`config.mk`:
```
export PLATFORM = sky130hd
export DESIGN_NAME = button_press_classifier
export DESIGN_NICKNAME = d
export VERILOG_FILES = /design/src/rtl/btn_pkg.sv /design/src/rtl/button_debouncer.sv /design/src/rtl/button_press_classifier.sv
export SDC_FILE = /design/constraint.sdc
export NUM_CORES = 1
export LEC_CHECK = 0
export CAP_MARGIN = 20
export CORE_MARGIN = 3
export CORE_UTILIZATION = 55
export DETAILED_ROUTE_END_ITERATION = 10
export GPL_TIMING_DRIVEN = 0
export PLACE_DENSITY = 0.82
export REMOVE_ABC_BUFFERS = 1
export SLEW_MARGIN = 20
export SYNTH_ARGS = -nofsm -noshare
export SYNTH_HDL_FRONTEND = slang
export SYNTH_SLANG_ARGS = --single-unit
```
`constraint.sdc`:
```
create_clock -name clock -period 2.15 [get_ports clock]
set_clock_uncertainty 0.1 [all_clocks]
set_input_delay 0.3225 -clock clock [delete_from_list [all_inputs] [get_ports clock]]
set_output_delay 0.3225 -clock clock [all_outputs]
set_load 0.03 [all_outputs]
```
`src/rtl/btn_pkg.sv`:
```
// Shared types and timing defaults for the push-button press classifier.
// The defaults assume the 50 MHz processor clock.
package btn_pkg;

    typedef enum logic [1:0] {
        IDLE      = 2'd0,
        HOLD      = 2'd1,
        LONG_WAIT = 2'd2
    } btn_state_t;

    localparam int DEBOUNCE_10MS_50MHZ = 500_000;
    localparam int LONG_800MS_50MHZ    = 40_000_000;
    localparam int MIN_SYNC_STAGES     = 2;

    // Width of a counter that must be able to hold the value max_count.
    function automatic int cnt_width(input int max_count);
        return $clog2(max_count + 1);
    endfunction

endpackage

```
`src/rtl/button_debouncer.sv`:
```
// Synchronises the raw button pin and accepts a level change only after it has
// been stable for DEBOUNCE_CYCLES samples; the output is normalised to 1 = pressed.
module button_debouncer
    import btn_pkg::*;
#(
    parameter int SYNC_STAGES     = 2,
    parameter int DEBOUNCE_CYCLES = DEBOUNCE_10MS_50MHZ,
    parameter bit ACTIVE_LOW_BTN  = 1'b0
) (
    input  logic clock,
    input  logic reset,
    input  logic btn_raw,
    output logic pressed
);

    // Fewer than two stages would leave the pin metastability-exposed.
    localparam int STAGES = (SYNC_STAGES < MIN_SYNC_STAGES) ? MIN_SYNC_STAGES : SYNC_STAGES;
    localparam int CNT_W  = cnt_width(DEBOUNCE_CYCLES);
    localparam logic [CNT_W-1:0] CNT_LAST = CNT_W'(DEBOUNCE_CYCLES - 1);
    localparam logic [STAGES-1:0] RELEASED_RAW = {STAGES{ACTIVE_LOW_BTN}};

    logic [STAGES-1:0] sync_reg;
    logic [STAGES-1:0] sync_next;
    logic [CNT_W-1:0]  cnt_reg;
    logic              pressed_reg;
    logic              level;

    assign sync_next[0] = btn_raw;
    for (genvar gi = 1; gi < STAGES; gi++) begin : g_sync
        assign sync_next[gi] = sync_reg[gi-1];
    end

    always_ff @(posedge clock or negedge reset) begin
        if (!reset) begin
            sync_reg <= RELEASED_RAW;
        end else begin
            sync_reg <= sync_next;
        end
    end

    assign level = sync_reg[STAGES-1] ^ ACTIVE_LOW_BTN;

    always_ff @(posedge clock or negedge reset) begin
        if (!reset) begin
            cnt_reg     <= '0;
            pressed_reg <= 1'b0;
        end else if (level == pressed_reg) begin
            cnt_reg <= '0;
        end else if (cnt_reg == CNT_LAST) begin
            pressed_reg <= ~pressed_reg;
            cnt_reg     <= '0;
        end else begin
            cnt_reg <= cnt_reg + 1'b1;
        end
    end

    assign pressed = pressed_reg;

endmodule

```
`src/rtl/button_press_classifier.sv`:
```
// Classifies debounced presses of one button as short or long and keeps a
// sticky flag for each class until the CPU acknowledges it.
module button_press_classifier
    import btn_pkg::*;
#(
    parameter int SYNC_STAGES     = 2,
    parameter int DEBOUNCE_CYCLES = DEBOUNCE_10MS_50MHZ,
    parameter int LONG_CYCLES     = LONG_800MS_50MHZ,
    parameter bit ACTIVE_LOW_BTN  = 1'b0
) (
    input  logic clock,
    input  logic reset,
    input  logic btn_raw,
    input  logic short_ack,
    input  logic long_ack,
    output logic short_flag,
    output logic long_flag,
    output logic pressed
);

    localparam int HOLD_W = cnt_width(LONG_CYCLES);
    localparam logic [HOLD_W-1:0] HOLD_FIRST = HOLD_W'(1);
    localparam logic [HOLD_W-1:0] HOLD_LAST  = HOLD_W'(LONG_CYCLES - 1);
    localparam logic [HOLD_W-1:0] HOLD_MAX   = HOLD_W'(LONG_CYCLES);

    logic              pressed_db;
    btn_state_t        state_reg;
    logic [HOLD_W-1:0] hold_cnt_reg;
    logic              short_flag_reg;
    logic              long_flag_reg;

    button_debouncer #(
        .SYNC_STAGES     (SYNC_STAGES),
        .DEBOUNCE_CYCLES (DEBOUNCE_CYCLES),
        .ACTIVE_LOW_BTN  (ACTIVE_LOW_BTN)
    ) u_debouncer (
        .clock   (clock),
        .reset   (reset),
        .btn_raw (btn_raw),
        .pressed (pressed_db)
    );

    // Acks are applied first so that a set in the same cycle overrides them.
    // The cycle that enters HOLD already counts as the first held cycle, which
    // makes a hold of exactly LONG_CYCLES debounced cycles classify as long.
    always_ff @(posedge clock or negedge reset) begin
        if (!reset) begin
            state_reg      <= IDLE;
            hold_cnt_reg   <= '0;
            short_flag_reg <= 1'b0;
            long_flag_reg  <= 1'b0;
        end else begin
            if (short_ack) short_flag_reg <= 1'b0;
            if (long_ack)  long_flag_reg  <= 1'b0;

            case (state_reg)
                IDLE: begin
                    hold_cnt_reg <= '0;
                    if (pressed_db) begin
                        state_reg    <= HOLD;
                        hold_cnt_reg <= HOLD_FIRST;
                    end
                end
                HOLD: begin
                    if (!pressed_db) begin
                        short_flag_reg <= 1'b1;
                        state_reg      <= IDLE;
                        hold_cnt_reg   <= '0;
                    end else if (hold_cnt_reg == HOLD_LAST) begin
                        long_flag_reg <= 1'b1;
                        state_reg     <= LONG_WAIT;
                        hold_cnt_reg  <= HOLD_MAX;
                    end else begin
                        hold_cnt_reg <= hold_cnt_reg + 1'b1;
                    end
                end
                LONG_WAIT: begin
                    hold_cnt_reg <= HOLD_MAX;
                    if (!pressed_db) begin
                        state_reg    <= IDLE;
                        hold_cnt_reg <= '0;
                    end
                end
                default: begin
                    state_reg    <= IDLE;
                    hold_cnt_reg <= '0;
                end
            endcase
        end
    end

    assign short_flag = short_flag_reg;
    assign long_flag  = long_flag_reg;
    assign pressed    = pressed_db;

endmodule

```
==> results.ini <==
[worst_setup_path]
critPathMaxFanout=6
reg2reg_depth=5
critPathSlowestCell=or4_4
critPathMaxStageDelay_ps=560
critPathLaunchType=register
arrival_ps=2240
r2r_start=hold_cnt_reg[0]
regToRegSetupSlack_ps=50
critical_path_buf_inv_count=1
crit_chain=buf_4 > nand3_4 > or4_4 > or4_1 > a21oi_1
reg2reg_to=hold_cnt_reg[23]
cp-end-kind=register
cpLargestDelayFamily=simple AND/OR/NAND/NOR gates
crit_type=reg2reg
worstPathRequired_ps=2290

[sta]
rsz0062_at_grt=yes
hold-worst-slack_ps=261
min_period_over_period_pct=97.7
fin_crit_ps=2100
relSlewSlack_pct=57.7
slew_violations=0
setup_viol=0
worstMarginPinSlew_ps=634
finalHoldViolCount=0
clock.fmax_ghz=0.476

[drt]
vias=2291
drtPass1Iterations=7
wl_per_cell_um=16.7
route.detailed.drc=0
avgViaCountPerCell=6.18
drt-initial-drc-count=251
drtAntennaViolNets=0
routed_wl_um=6190

[floorplan]
rows=25
die_w_um=76.8
ios=8
coreArea_um2=4790
die_h_um=76.8
dieArea_um2=5900
start_util_pct=57.7

[clocking]
htree_levels=2
cts.path.max_buffers=2
cts_root_buffer=clkbuf_8
clkSinkCount=52
clock_latency_ps=320
cts_tree=built
clkTransAtPathRegs_ps=100
cts-buffers-inserted=5

[placement]
globalplace.congestion=0.845
port_buffers=7
dpl_cell_area_um2=2850
placedCellCount=346
post-dp-hpwl_um=3730

[layout]
n_antenna_cell=0
drive_above_1_share_pct=18.1
largest_reg_flops=26
final_area_um2=3160
instances_no_fill=371
synthToLayoutAreaGrowth_pct=14.3
finalNetCount=310

[job]
drv_cap=0

[global_route]
grt_pass1_wl_um=10200
grt_max_degree=53
grt_pass1_vias=2256
grt_use_total_pct=20.9
antenna_found_initial=0
grt_remaining_overflow=0

[yosys]
synth-async-reset-ratio_pct=100
synthesis.area_um2=2760
ys_types=45
yosysSeqAreaShare_pct=47.1
yosysWarningCount=0
syn_area_per_cell_um2=9.86
syn_inst=280
synth_area_leaders=dfrtp_1, xnor2_1, nand3_1, nand4_1, xor2_1
synth.top_cell.area_share_pct=47.1
ys_ff_latch=52
yosysTopAreaCell=dfrtp_1
synth_edf_count=0
synth_ff_type=dfrtp_1

[power]
worst_ir_drop_vdd_v=0.000352
p_leak_nw=1.15
power_density_nw_per_um2=515
finalPower_mw=1.62

[hold_path]
hold_path_class=reg2reg
min_path_cells=0
holdPathEnd=u_debouncer.sync_reg[1]
hp-start=u_debouncer.sync_reg[0]

[outcome]
outcome=complete, no violations

==> final cells by class <==
type / count / area, um^2
clock buffers: 5 / 68.8
clock inverters: 3 / 22.5
fillers: 359 / 1630
inverters: 9 / 33.8
multi-input cells: 212 / 1410
flip-flops and latches: 52 / 1310
well taps: 67 / 83.8
repair buffers: 23 / 224
==> layer usage <==
layer  share of wire, %  track usage, %  vias up  wire length [um]
met5                  0               0        -                 0
met4                1.8            8.70        0               109
met3                4.3            3.40       13               266
met2                 53            36.1       74              3260
met1                 41            26.0     1124              2550
li1                   -               -     1080                 -
==> through the flow <==
step	worst slack (ps)	utilization, %	TNS (ps)
final	49.4	65.9	0
after detailed placement	-498	59.5	-10660
after floorplan	-60.9	-	-718
after global placement	-843	59.5	-54370
after global routing	-30.6	65.9	-35.0
after CTS	3.37	64.0	0
==> Yosys cell counts (all sizes together) (2+ instances only) <==
| cell | instances |
|---|---|
| xnor2 | 16 |
| or4 | 11 |
| nand4 | 15 |
| nor4b | 2 |
| xor2 | 10 |
| nor3 | 6 |
| buf | 6 |
| nand3 | 23 |
| clkbuf | 2 |
| inv | 9 |
| and2 | 3 |
| nor2 | 31 |
| o31ai | 4 |
| and4 | 7 |
| or3 | 9 |
| o21ai | 14 |
| dfrtp | 52 |
| nor4 | 8 |
| nand2 | 16 |
| and3 | 2 |
| o211ai | 3 |
| ha | 2 |
| nand4bb | 3 |
| a21oi | 13 |
==> repair_timing <==
action                     in CTS  in global routing
setup endpoints to repair      36                 29
gates resized for setup         7                  8
hold buffers                    1                  0
hold endpoints to repair       52                  0
buffers inserted               10                  3
cloned                          0                  3
pin swaps                       5                  4
==> placed cells by master (no fill, tap or decap), types with 8 or more instances in the layout <==
master / count
buf_4: 13
a21oi_1: 13
dfrtp_1: 46
nor2_1: 20
xor2_1: 10
or3_1: 9
inv_1: 9
nor2_2: 11
nand2_1: 16
nor4_1: 8
nand3_1: 21
o21ai_0: 12
xnor2_1: 16
nand4_1: 14
==> report_power, final <==
group | total (mW) | internal, mW | switching [mW]
Sequential | 0.990 | 0.984 | 0.00645
Combinational | 0.0568 | 0.0231 | 0.0337
Clock | 0.577 | 0.234 | 0.343
==> logic make-up after synthesis <==
logic type / share of synthesized area, %
AND/OR/NAND/NOR: 31.1
flip-flops: 47.1
AO/OA/AOI/OAI: 8.57
XOR/XNOR: 8.25
buffers and inverters: 3.58
adder cells (fa/ha/maj): 0.906
multiplexers: 0.408
==> worst max path at each step <==
| stage | start | to | depth (start not counted) | slack (ps) |
|---|---|---|---|---|
| 3_3_place_gp | reset | u_debouncer.sync_reg[0] | 1 | -840 |
| 5_1_grt | hold_cnt_reg[0] | hold_cnt_reg[23] | 5 | -30 |
| 6_report | hold_cnt_reg[0] | hold_cnt_reg[23] | 5 | 50 |
| 2_1_floorplan | u_debouncer.cnt_reg[11] | u_debouncer.cnt_reg[2] | 4 | -60 |
| 3_5_place_dp | hold_cnt_reg[0] | hold_cnt_reg[13] | 5 | -500 |
| 4_1_cts | hold_cnt_reg[0] | hold_cnt_reg[24] | 5 | 3 |
No activity file was read; power rests on OpenSTA's default activity.
